$ cat src/rtl/stream_mux_rr.sv
// Registered N-channel valid/ready stream multiplexer with fixed or round-robin select.
// Optional transfer counter on out_cnt when MUX_CNT_EN is defined.
module stream_mux_rr #(
  parameter int unsigned W = 8,
  parameter int unsigned N = 4,
  localparam int unsigned SELW = $clog2(N)
) (
  input  logic            clk,
  input  logic            rst_n,
  input  logic            mode,
  input  logic [SELW-1:0] ctrl,
  input  logic [N*W-1:0]  in_data,
  input  logic [N-1:0]    in_valid,
  output logic [N-1:0]    in_ready,
  output logic [W-1:0]    out,
  output logic            out_valid,
  input  logic            out_ready,
  output logic [SELW-1:0] out_ch
`ifdef MUX_CNT_EN
  ,
  output logic [15:0]     out_cnt
`endif
);

  typedef enum logic [0:0] {StEmpty, StFull} state_e;

  state_e          state_q, state_d;
  logic [W-1:0]    out_q;
  logic [SELW-1:0] ch_q;
  logic [SELW-1:0] ptr_q;
  logic            found;
  logic [SELW-1:0] gnt_idx;
  logic            can_load;
  logic            xfer;

  assign can_load = (state_q == StEmpty) || out_ready;
  // in_ready is forced low while reset is held, hence rst_n in the transfer term.
  assign xfer     = rst_n && found && can_load;

  always_comb begin
    int unsigned idx;
    found   = 1'b0;
    gnt_idx = '0;
    idx     = 0;
    if (!mode) begin
      if (32'(ctrl) < N) begin
        found   = in_valid[ctrl];
        gnt_idx = ctrl;
      end
    end else begin
      for (int unsigned k = 0; k < N; k++) begin
        idx = (32'(ptr_q) + k) % N;
        if (!found && in_valid[idx[SELW-1:0]]) begin
          found   = 1'b1;
          gnt_idx = idx[SELW-1:0];
        end
      end
    end
  end

  always_comb begin
    in_ready = '0;
    if (xfer) begin
      in_ready[gnt_idx] = 1'b1;
    end
  end

  // Output register state
  always_ff @(posedge clk or negedge rst_n) begin
    if (!rst_n) begin
      state_q <= StEmpty;
    end else begin
      state_q <= state_d;
    end
  end

  always_comb begin
    state_d = state_q;
    if (xfer) begin
      state_d = StFull;
    end else if (out_ready) begin
      state_d = StEmpty;
    end
  end

  always_comb begin
    out_valid = (state_q == StFull);
    out       = out_q;
    out_ch    = ch_q;
  end

  always_ff @(posedge clk or negedge rst_n) begin
    if (!rst_n) begin
      out_q <= '0;
      ch_q  <= '0;
      ptr_q <= '0;
    end else if (xfer) begin
      out_q <= in_data[gnt_idx*W +: W];
      ch_q  <= gnt_idx;
      // ptr only advances in round-robin mode; fixed mode leaves it untouched.
      if (mode) begin
        ptr_q <= (gnt_idx == SELW'(N - 1)) ? '0 : SELW'(gnt_idx + 1'b1);
      end
    end
  end

`ifdef MUX_CNT_EN
  logic [15:0] cnt_q;

  always_ff @(posedge clk or negedge rst_n) begin
    if (!rst_n) begin
      cnt_q <= '0;
    end else if (xfer) begin
      cnt_q <= cnt_q + 16'd1;
    end
  end

  assign out_cnt = cnt_q;
`endif

endmodule

$ cat config.mk
export PLATFORM = sky130hd
export DESIGN_NAME = stream_mux_rr
export DESIGN_NICKNAME = d
export VERILOG_FILES = /design/src/rtl/stream_mux_rr.sv
export SDC_FILE = /design/constraint.sdc
export NUM_CORES = 1
export LEC_CHECK = 0
export ABC_AREA = 1
export CAP_MARGIN = 20
export CELL_PAD_IN_SITES_DETAIL_PLACEMENT = 2
export CELL_PAD_IN_SITES_GLOBAL_PLACEMENT = 2
export CORE_ASPECT_RATIO = 1.4
export CORE_MARGIN = 1
export CORE_UTILIZATION = 21
export CTS_CLUSTER_SIZE = 12
export DETAILED_ROUTE_END_ITERATION = 8
export PLACE_DENSITY = 0.9
export SETUP_SLACK_MARGIN = 0.02
export SLEW_MARGIN = 40
export SYNTH_ARGS = -nofsm -noshare
export SYNTH_HDL_FRONTEND = slang
export SYNTH_SLANG_ARGS = --single-unit
$ cat constraint.sdc
create_clock -name clk -period 3.8 [get_ports clk]
set_input_delay 0.76 -clock clk [delete_from_list [all_inputs] [get_ports clk]]
set_output_delay 0.76 -clock clk [all_outputs]
set_load 0.005 [all_outputs]
==> results of run 1 <==
==> synth_stat cells <==
master and number:
nor2_4 1, inv_1 40, o21ai_1 1, nand3_2 4
nor3b_1 1, or2_1 1, or2_2 3, nor2_1 12
inv_2 5, o21ai_2 1, buf_6 1, a211oi_1 2
nor2_2 1, clkbuf_1 1, a21oi_1 3, nor3_1 1
nand2_1 88, dfrtp_1 13, o21ai_4 1, nand2_2 6
buf_4 3, buf_2 1, ha_1 1, nand3_1 33
==> logic make-up (layout without fill, tap and decap cells) <==
logic type                 count (synthesis)  count (layout)  synth area share (%)
adders and majority gates                  1               1                 0.975
and+or+nand+nor                          151             151                  52.5
DFF                                       13              13                  25.4
AOI/OAI and AO/OA                          8               8                  4.68
buffers and inverters                     51             119                  16.5
==> worst max-delay path, delay by kind of cell <==
family	cells	cell delay, ns
buffers and inverters	4	1.28
AND/OR/NAND/NOR	8	0.84
AO/OA/AOI/OAI	1	0.10
==> metal layers <==
metal	wire length, um	GRT usage (%)	part of all wire, %	vias up
met2	3080	34.6	57	52
li1	-	-	-	812
met5	0	0	0	-
met1	1960	18.6	36	771
met4	142	7.29	2.6	0
met3	206	2.78	3.8	12
==> timing repair <==
action	in CTS	in global routing
buffers inserted	1	0
pin swaps	1	0
setup endpoints to repair	1	4
resized for setup	4	5
==> report_power, final <==
part	switching (mW)	total [mW]	internal, mW	leakage (nW)
Sequential	0.0619	0.264	0.202	0.157
Combinational	0.504	0.883	0.379	0.958
Clock	0.0528	0.127	0.0742	0.0228
==> stage by stage <==
stage               std cells  setup TNS (ns)
floorplan                 224               0
global placement          357               0
detailed placement        357         -0.0470
CTS                       362               0
global route              362          -0.155
finish                    362               0
==> registers in the layout, indices dropped and copies added, names as in the netlist <==
register / flops
out: 8
ptr_q: 2
out_ch: 2
out_valid: 1
==> layout make-up <==
cell class / count / area share [%]
multi-input combinational: 160 / 37.3
timing repair buffer: 70 / 32.4
sequential: 13 / 15.7
inverter: 45 / 8.17
tap: 70 / 4.23
clock buffer: 4 / 2.18
==> worst max-delay path by stage <==
| stage | slack (ns) | to | depth (start not counted) | from |
|---|---|---|---|---|
| finish | 0.07 | in_ready[0] | 13 | in_valid[3] |
| global route | -0.11 | in_ready[2] | 14 | in_valid[3] |
| CTS | 0.03 | in_ready[2] | 14 | in_valid[3] |
| detailed placement | -0.05 | in_ready[3] | 14 | in_valid[1] |
| global placement | 0.14 | in_ready[3] | 14 | in_valid[3] |
| floorplan | 1.11 | in_ready[3] | 13 | in_valid[2] |
==> run_results.csv, run 1 <==
group,metric,value,unit
power,peakVddDrop,0.000211,V
drt,wirelength,5.39,mm
worst_hold_path,hold_depth,2,
logic_synthesis,synth_seq_cells,13,
clock_tree,cts_tree,"done",
worst_setup_path,cp_slowest_cell,"clkdlybuf4s50_1",
clock_tree,numCtsBuffers,3,
finish,final_common_cell,"nand2_1",
placed_design,gp_congestion,0.818,
worst_hold_path,min-delay-start,"out[5]",
worst_setup_path,crit_path_max_fanout,4,
floorplan,die_w,68.0,um
sta,finalCriticalPeriod,3.73,ns
finish,antenna_cells,0,
sta,finalCritPeriodShare,98.2,%
floorplan,pin_count,57,
worst_setup_path,crit_chain,"clkdlybuf4s50_1 -> inv_1 -> nand2_1 -> nand3_2 -> nand2_2 -> nor2_4 -> nand2_1 -> nand2_1 -> nor2_2 -> o21ai_4 -> buf_4 -> nor3_1 -> clkdlybuf4s50_1",
worst_setup_path,endpoint_kind,"primary output",
floorplan,dieArea,0.00643,sq mm
worst_setup_path,required,3.04,ns
clock_tree,clkSinkCount,13,
finish,area_growth,61.3,%
sta,setup_ws,0.0689,ns
worst_setup_path,cp.arrival,2.97,ns
logic_synthesis,synth.area.top_cells,"nand2_1 26%, dfrtp_1 25%, nand3_1 13%",
drt,remaining_drc_errors,0,
finish,final_cell_mix,"88 x nand2_1, 54 x clkdlybuf4s50_1, 38 x inv_1",
worst_setup_path,critPathKind,"in2out",
sta,setup_viol,0,
clock_tree,clk_pin_slew,0.06,ns
sta,fmax,0.268,GHz
sta,hold_violations,0,
sta,slew_headroom,73.8,%
clock_tree,cts_root_buf,"clkbuf_8",
worst_setup_path,cp_slowest_stage_delay,0.54,ns
drt,vias,1647,
placed_design,dp_hpwl,4.44,mm
finish,stdcell_area,0.00207,sq mm
finish,fin_nets,336,
global_routing,track_usage,18.1,%
floorplan,start_util,21.9,%
drt,vias_per_cell,4.55,
placed_design,placement.cell_area,0.00199,sq mm
logic_synthesis,syn_nets,267,
finish,drive_gt1_share,14.7,%
sta,rsz0062_at_grt,"true",
outcome,outcome,"completed",
worst_hold_path,holdCritPathClass,"reg2reg",
power,cellPowerDensity,616,mW/mm^2
logic_synthesis,syn_inst,224,
worst_setup_path,rr_worst_depth,13,
worst_hold_path,hold_end,"out[5]",
clock_tree,clkLatencyLatePin,0.24,ns
placed_design,io_buffers,56,
logic_synthesis,avgSynthCellArea,5.73,sq um
logic_synthesis,seq_area_frac_synth,25.4,%
logic_synthesis,yosys_warnings,0,
finish,multi_input_area,771,sq um
logic_synthesis,yosys.area.top_type,"nand2_1",
worst_setup_path,r2r_start,"ptr_q[0]",
finish,post-route-util,35.3,%
drt,ant_nets,0,
logic_synthesis,synth_area,0.00128,sq mm
clock_tree,postCtsHoldBufs,0,
flow_run,drv_cap,0,
global_routing,grt_pass1_vias,1777,
worst_setup_path,path_common_cell,"nand2_1",
placed_design,dpl_worst_slack,-0.0470,ns
global_routing,grt_pass1_wl,8.60,mm
sta,clock_skew,0.00153,ns
floorplan,core_area,0.00586,sq mm
sta,drv_slew,0,
floorplan,die-height,94.5,um
worst_setup_path,rrSetupSlack,1.47,ns
drt,first_pass_iters,4,
global_routing,grt_start_max_net_pins,14,
sta,tightest_slew,0.393,ns
clock_tree,clock_path_buffers,2,
finish,fillCellCount,736,
worst_setup_path,r2r-end,"out[7]",
drt,drt_iter0_markers,48,
logic_synthesis,ys_types,24,
floorplan,rows,33,
clock_tree,htree_num_levels,1,
sta,holdWs,0.488,ns
logic_synthesis,synth_top_area_share,25.8,%
power,total_power,1.27,mW
global_routing,antenna_found_initial,0,
drt,routedWlPerCell,14.9,um
worst_setup_path,cp-start-kind,"input pin",
power,p_leak,1.14,nW
finish,regArea,325,sq um
global_routing,grt-ovfl-total,0,
Power figures use the tool's default switching activity.
==> inputs of run 2 (changes only) <==
--- a/config.mk
+++ b/config.mk
@@ -14,8 +14,10 @@
 export CORE_UTILIZATION = 21
 export CTS_CLUSTER_SIZE = 12
 export DETAILED_ROUTE_END_ITERATION = 8
+export HOLD_SLACK_MARGIN = 0.12
 export PLACE_DENSITY = 0.9
 export SETUP_SLACK_MARGIN = 0.02
+export SKIP_LAST_GASP = 1
 export SLEW_MARGIN = 40
 export SYNTH_ARGS = -nofsm -noshare
 export SYNTH_HDL_FRONTEND = slang
==> run 2 against run 1 <==
Effect of this change:
- via count hardly changed
- clock-buffer cell count stayed put
- register-to-register slack worse by 0.02 ns
- clock power hardly changed
- first-iteration DRC count is 17% lower
- critical path type unchanged
==> run_results.csv, run 2 (synthesized netlist as in run 1, its figures left out) <==
group,metric,value,unit
placed_design,dpl_worst_slack,-0.0470,ns
sta,drv_slew,0,
floorplan,pin_count,57,
finish,final_common_cell,"nand2_1",
power,peakVddDrop,0.000205,V
drt,wl_met3,212,um
clock_tree,numCtsBuffers,3,
sta,slew_headroom,73.6,%
clock_tree,postCtsHoldBufs,0,
clock_tree,clock_path_buffers,2,
drt,remaining_drc_errors,0,
placed_design,gp_congestion,0.818,
clock_tree,cts_tree,"done",
clock_tree,clk_pin_slew,0.06,ns
clock_tree,clkSinkCount,13,
sta,finalCritPeriodShare,99.6,%
finish,stdcell_area,0.00206,sq mm
power,cellPowerDensity,615,mW/mm^2
worst_setup_path,r2r_start,"ptr_q[0]",
placed_design,dp_hpwl,4.44,mm
global_routing,track_usage,18.1,%
floorplan,die_w,68.0,um
power,pwr-share-seq,20.9,%
global_routing,grt-ovfl-total,0,
finish,largest_reg_flops,8,
drt,drt_iter0_markers,40,
drt,routedWlPerCell,14.9,um
drt,wl_met1,1.97,mm
sta,clock_skew,0.00311,ns
finish,final_cell_mix,"88 x nand2_1, 54 x clkdlybuf4s50_1, 40 x inv_1",
global_routing,grt_pass1_vias,1776,
clock_tree,htree_num_levels,1,
floorplan,core_area,0.00586,sq mm
placed_design,io_buffers,56,
sta,fmax,0.264,GHz
placed_design,placement.cell_area,0.00199,sq mm
worst_setup_path,cp-start-kind,"input pin",
power,power_switching,613,uW
global_routing,antenna_found_initial,0,
power,p_int,652,uW
sta,tightest_slew,0.396,ns
floorplan,die-height,94.5,um
finish,multi_input_area,761,sq um
worst_hold_path,min-delay-start,"out[5]",
sta,rsz0062_at_grt,"true",
power,power.share.clock,10.2,%
worst_setup_path,endpoint_kind,"primary output",
floorplan,rows,33,
worst_setup_path,crit_path_max_fanout,4,
placed_design,placed_cells,357,
clock_tree,clkLatencyLatePin,0.25,ns
sta,setup_ws,0.0167,ns
sta,finalCriticalPeriod,3.78,ns
power,p_leak,1.14,nW
drt,ant_nets,0,
power,p_sw_share,48.5,%
drt,vias_per_cell,4.55,
worst_setup_path,critPathKind,"in2out",
drt,wl_met2,3.04,mm
floorplan,dieArea,0.00643,sq mm
global_routing,grt_start_max_net_pins,14,
finish,fillCellCount,738,
floorplan,start_util,21.9,%
finish,antenna_cells,0,
finish,fin_cells,362,
worst_setup_path,required,3.04,ns
outcome,outcome,"completed",
flow_run,drv_cap,0,
drt,vias,1648,
drt,highest_layer,"met4",
finish,area_growth,60.5,%
sta,setup_viol,0,
drt,first_pass_iters,4,
drt,wirelength,5.41,mm
power,p_comb_share,69.0,%
clock_tree,cts_root_buf,"clkbuf_8",
finish,fin_nets,336,
worst_setup_path,cp.arrival,3.02,ns
global_routing,grt_pass1_wl,8.59,mm
finish,drive_gt1_share,13.7,%
worst_hold_path,holdCritPathClass,"reg2reg",
worst_setup_path,startpoint,"in_valid[3]",
power,total_power,1.27,mW
finish,regArea,325,sq um
sta,hold_violations,0,
[run 2: final timing paths]
path	endpoint	slack, ns	cells past startpoint
worst max register to register	out[7]	1.45	13
min in group asynchronous	out_ch[0]	0.88	2
max in group asynchronous	out[6]	2.74	2
worst min register to register	out[5]	0.49	2
worst min-delay path	out[5]	0.49	2
worst max-delay path	in_ready[0]	0.02	13
[run 2: area by class of cell]
type                    count  area share [%]
well taps                  70            4.26
clock buffers               4            2.19
multi-input cells         160            37.0
repair buffers             70            32.6
flip-flops and latches     13            15.8
inverters                  45            8.21
[run 2: power groups by stage]
stage,Clock (mW),Sequential [mW],Combinational (mW)
final,0.129,0.264,0.872
after global routing,0.138,0.273,0.974
after CTS,0.131,0.267,0.884
after detailed placement,0,0.268,0.851
after global placement,0,0.265,0.798
after floorplan,0,0.245,0.499
[run 2: metrics by stage]
step / utilization, % / hold WS [ns] / TNS, ns
final: 35.1 / 0.486 / 0
after global placement: 33.9 / 0.465 / 0
after CTS: 34.8 / 0.493 / -0.00927
after detailed placement: 33.9 / 0.473 / -0.0470
after floorplan: - / 0.464 / 0
after global routing: 35.1 / 0.518 / -0.270
[run 2: worst max-delay path, stage by stage]
cell and delay (ns):
clkdlybuf4s50_1 0.51, inv_1 0.07, nand2_1 0.09, nand3_1 0.11, nand2_1 0.12, inv_1 0.07, nand3_1 0.12, inv_1 0.08
nor2_2 0.17, o21ai_4 0.10, buf_4 0.16, nor3_1 0.13, clkdlybuf4s50_1 0.54
[run 2: layer usage]
layer,vias up,global-route usage (%)
li1,809,-
met1,771,18.2
met2,52,34.3
met3,16,3.14
met4,0,8.33
met5,-,0
[run 2: timing repair]
action,in CTS,in global routing
buffers inserted,1,0
setup endpoints to repair,1,4
pin swaps,1,0
gates resized for setup,1,4
==> inputs of run 3 (changes only) <==
--- a/config.mk
+++ b/config.mk
@@ -14,11 +14,13 @@
 export CORE_UTILIZATION = 21
 export CTS_CLUSTER_SIZE = 12
 export DETAILED_ROUTE_END_ITERATION = 8
+export GPL_ROUTABILITY_DRIVEN = 0
 export HOLD_SLACK_MARGIN = 0.12
 export PLACE_DENSITY = 0.9
+export RECOVER_POWER = 25
 export SETUP_SLACK_MARGIN = 0.02
 export SKIP_LAST_GASP = 1
-export SLEW_MARGIN = 40
+export SLEW_MARGIN = 20
 export SYNTH_ARGS = -nofsm -noshare
 export SYNTH_HDL_FRONTEND = slang
 export SYNTH_SLANG_ARGS = --single-unit
==> run 3 against run 2 <==
Effect of this change:
- total power is essentially flat
- first-iteration DRC count shrank 20%
- maximum frequency is essentially flat
- sequential share of layout area is essentially flat
- worst hold slack is essentially flat
- die area is the same
- wire length grew 0.37%
- non-clock buffer count is the same
- critical endpoint unchanged
- largest power group unchanged
- highest routed layer unchanged
==> run_results.csv, run 3 (synthesized netlist as in run 1, its figures left out) <==
group,metric,value,unit
clock_tree,clkSinkCount,13,
sta,finalCriticalPeriod,3.78,ns
floorplan,rows,33,
floorplan,die_w,68.0,um
sta,fmax,0.264,GHz
finish,area_growth,60.2,%
worst_setup_path,crit_path_max_fanout,4,
power,p_leak,1.13,nW
power,total_power,1.26,mW
drt,drt_iter0_markers,32,
worst_setup_path,cp-start-kind,"input pin",
placed_design,io_buffers,56,
clock_tree,postCtsHoldBufs,0,
global_routing,grt-ovfl-total,0,
sta,clock_skew,0.00358,ns
floorplan,start_util,21.9,%
finish,final_cell_mix,"88 x nand2_1, 53 x clkdlybuf4s50_1, 40 x inv_1",
outcome,outcome,"completed",
worst_setup_path,critPathKind,"in2out",
finish,final_common_cell,"nand2_1",
finish,fin_nets,336,
global_routing,antenna_found_initial,0,
clock_tree,htree_num_levels,1,
power,cellPowerDensity,615,mW/mm^2
clock_tree,clock_path_buffers,2,
clock_tree,clk_pin_slew,0.06,ns
clock_tree,clkLatencyLatePin,0.25,ns
drt,routedWlPerCell,15.0,um
sta,finalCritPeriodShare,99.5,%
finish,fillCellCount,737,
sta,setup_viol,0,
drt,first_pass_iters,4,
sta,tightest_slew,0.848,ns
worst_setup_path,cp.arrival,3.02,ns
clock_tree,numCtsBuffers,3,
drt,wirelength,5.43,mm
sta,slew_headroom,43.4,%
drt,remaining_drc_errors,0,
finish,antenna_cells,0,
global_routing,track_usage,18.1,%
placed_design,dp_hpwl,4.44,mm
power,peakVddDrop,0.000205,V
drt,vias_per_cell,4.59,
finish,largest_reg_flops,8,
floorplan,die-height,94.5,um
clock_tree,cts_root_buf,"clkbuf_8",
global_routing,grt_pass1_vias,1776,
drt,ant_nets,0,
floorplan,dieArea,0.00643,sq mm
sta,drv_slew,0,
worst_setup_path,endpoint_kind,"primary output",
floorplan,core_area,0.00586,sq mm
global_routing,grt_pass1_wl,8.59,mm
sta,tns,0,ns
finish,post-route-util,35.0,%
finish,drive_gt1_share,13.4,%
clock_tree,cts_tree,"done",
drt,vias,1662,
floorplan,pin_count,57,
sta,rsz0062_at_grt,"true",
global_routing,grt_start_max_net_pins,14,
worst_hold_path,holdCritPathClass,"reg2reg",
sta,hold_violations,0,
flow_run,drv_cap,0,
worst_setup_path,required,3.04,ns
==> run 3: layout make-up <==
| class | instances | area (sq um) | area share (%) |
|---|---|---|---|
| clock buffer | 4 | 45.0 | 2.19 |
| timing repair buffer | 70 | 667 | 32.5 |
| sequential | 13 | 325 | 15.8 |
| multi-input combinational | 160 | 761 | 37.0 |
| tap | 70 | 87.6 | 4.26 |
| inverter | 45 | 169 | 8.22 |
==> run 3: per-stage QoR <==
step / setup WS [ns] / area, sq um / instances / hold WS, ns
3_3_place_gp: 0.135 / 1990 / 357 / 0.465
5_1_grt: -0.180 / 2050 / 362 / 0.518
3_5_place_dp: -0.0470 / 1990 / 357 / 0.473
6_report: 0.0174 / 2050 / 362 / 0.487
4_1_cts: -0.00927 / 2040 / 362 / 0.493
2_1_floorplan: 1.11 / 1280 / 224 / 0.464
==> run 3: power breakdown <==
group	internal, mW	total [mW]	switching (mW)
combinational	0.375	0.871	0.496
sequential	0.202	0.264	0.0623
clock	0.0742	0.129	0.0549
==> run 3: path summary, 6_finish.rpt <==
path	startpoint	to	slack, ns	depth (start not counted)
setup / recovery	in_valid[3]	in_ready[0]	0.02	13
hold / removal	out[5]	out[5]	0.49	2
setup reg to reg	ptr_q[0]	out[7]	1.46	13
hold reg to reg	out[5]	out[5]	0.49	2
max in group asynchronous	rst_n	out[3]	2.09	2
min in group asynchronous	rst_n	out_valid	1.18	2
==> run 3: worst max-delay path, cell delays in order <==
cell,delay [ns]
clkdlybuf4s50_1,0.51
inv_1,0.07
nand2_1,0.09
nand3_1,0.11
nand2_1,0.12
inv_1,0.07
nand3_1,0.12
inv_1,0.08
nor2_2,0.17
o21ai_4,0.10
buf_4,0.16
nor3_1,0.13
clkdlybuf4s50_1,0.54
==> run 3: timing repair <==
| action | in CTS | in global routing |
|---|---|---|
| gates resized for setup | 1 | 4 |
| buffers inserted | 1 | 0 |
| setup endpoints to repair | 1 | 4 |
| pin swaps | 1 | 0 |
==> run 3: metal layers <==
metal | part of all wire, % | track usage (%)
met1 | 36 | 18.2
met2 | 56 | 34.3
met3 | 4.1 | 3.14
met4 | 4.0 | 8.33
met5 | 0 | 0
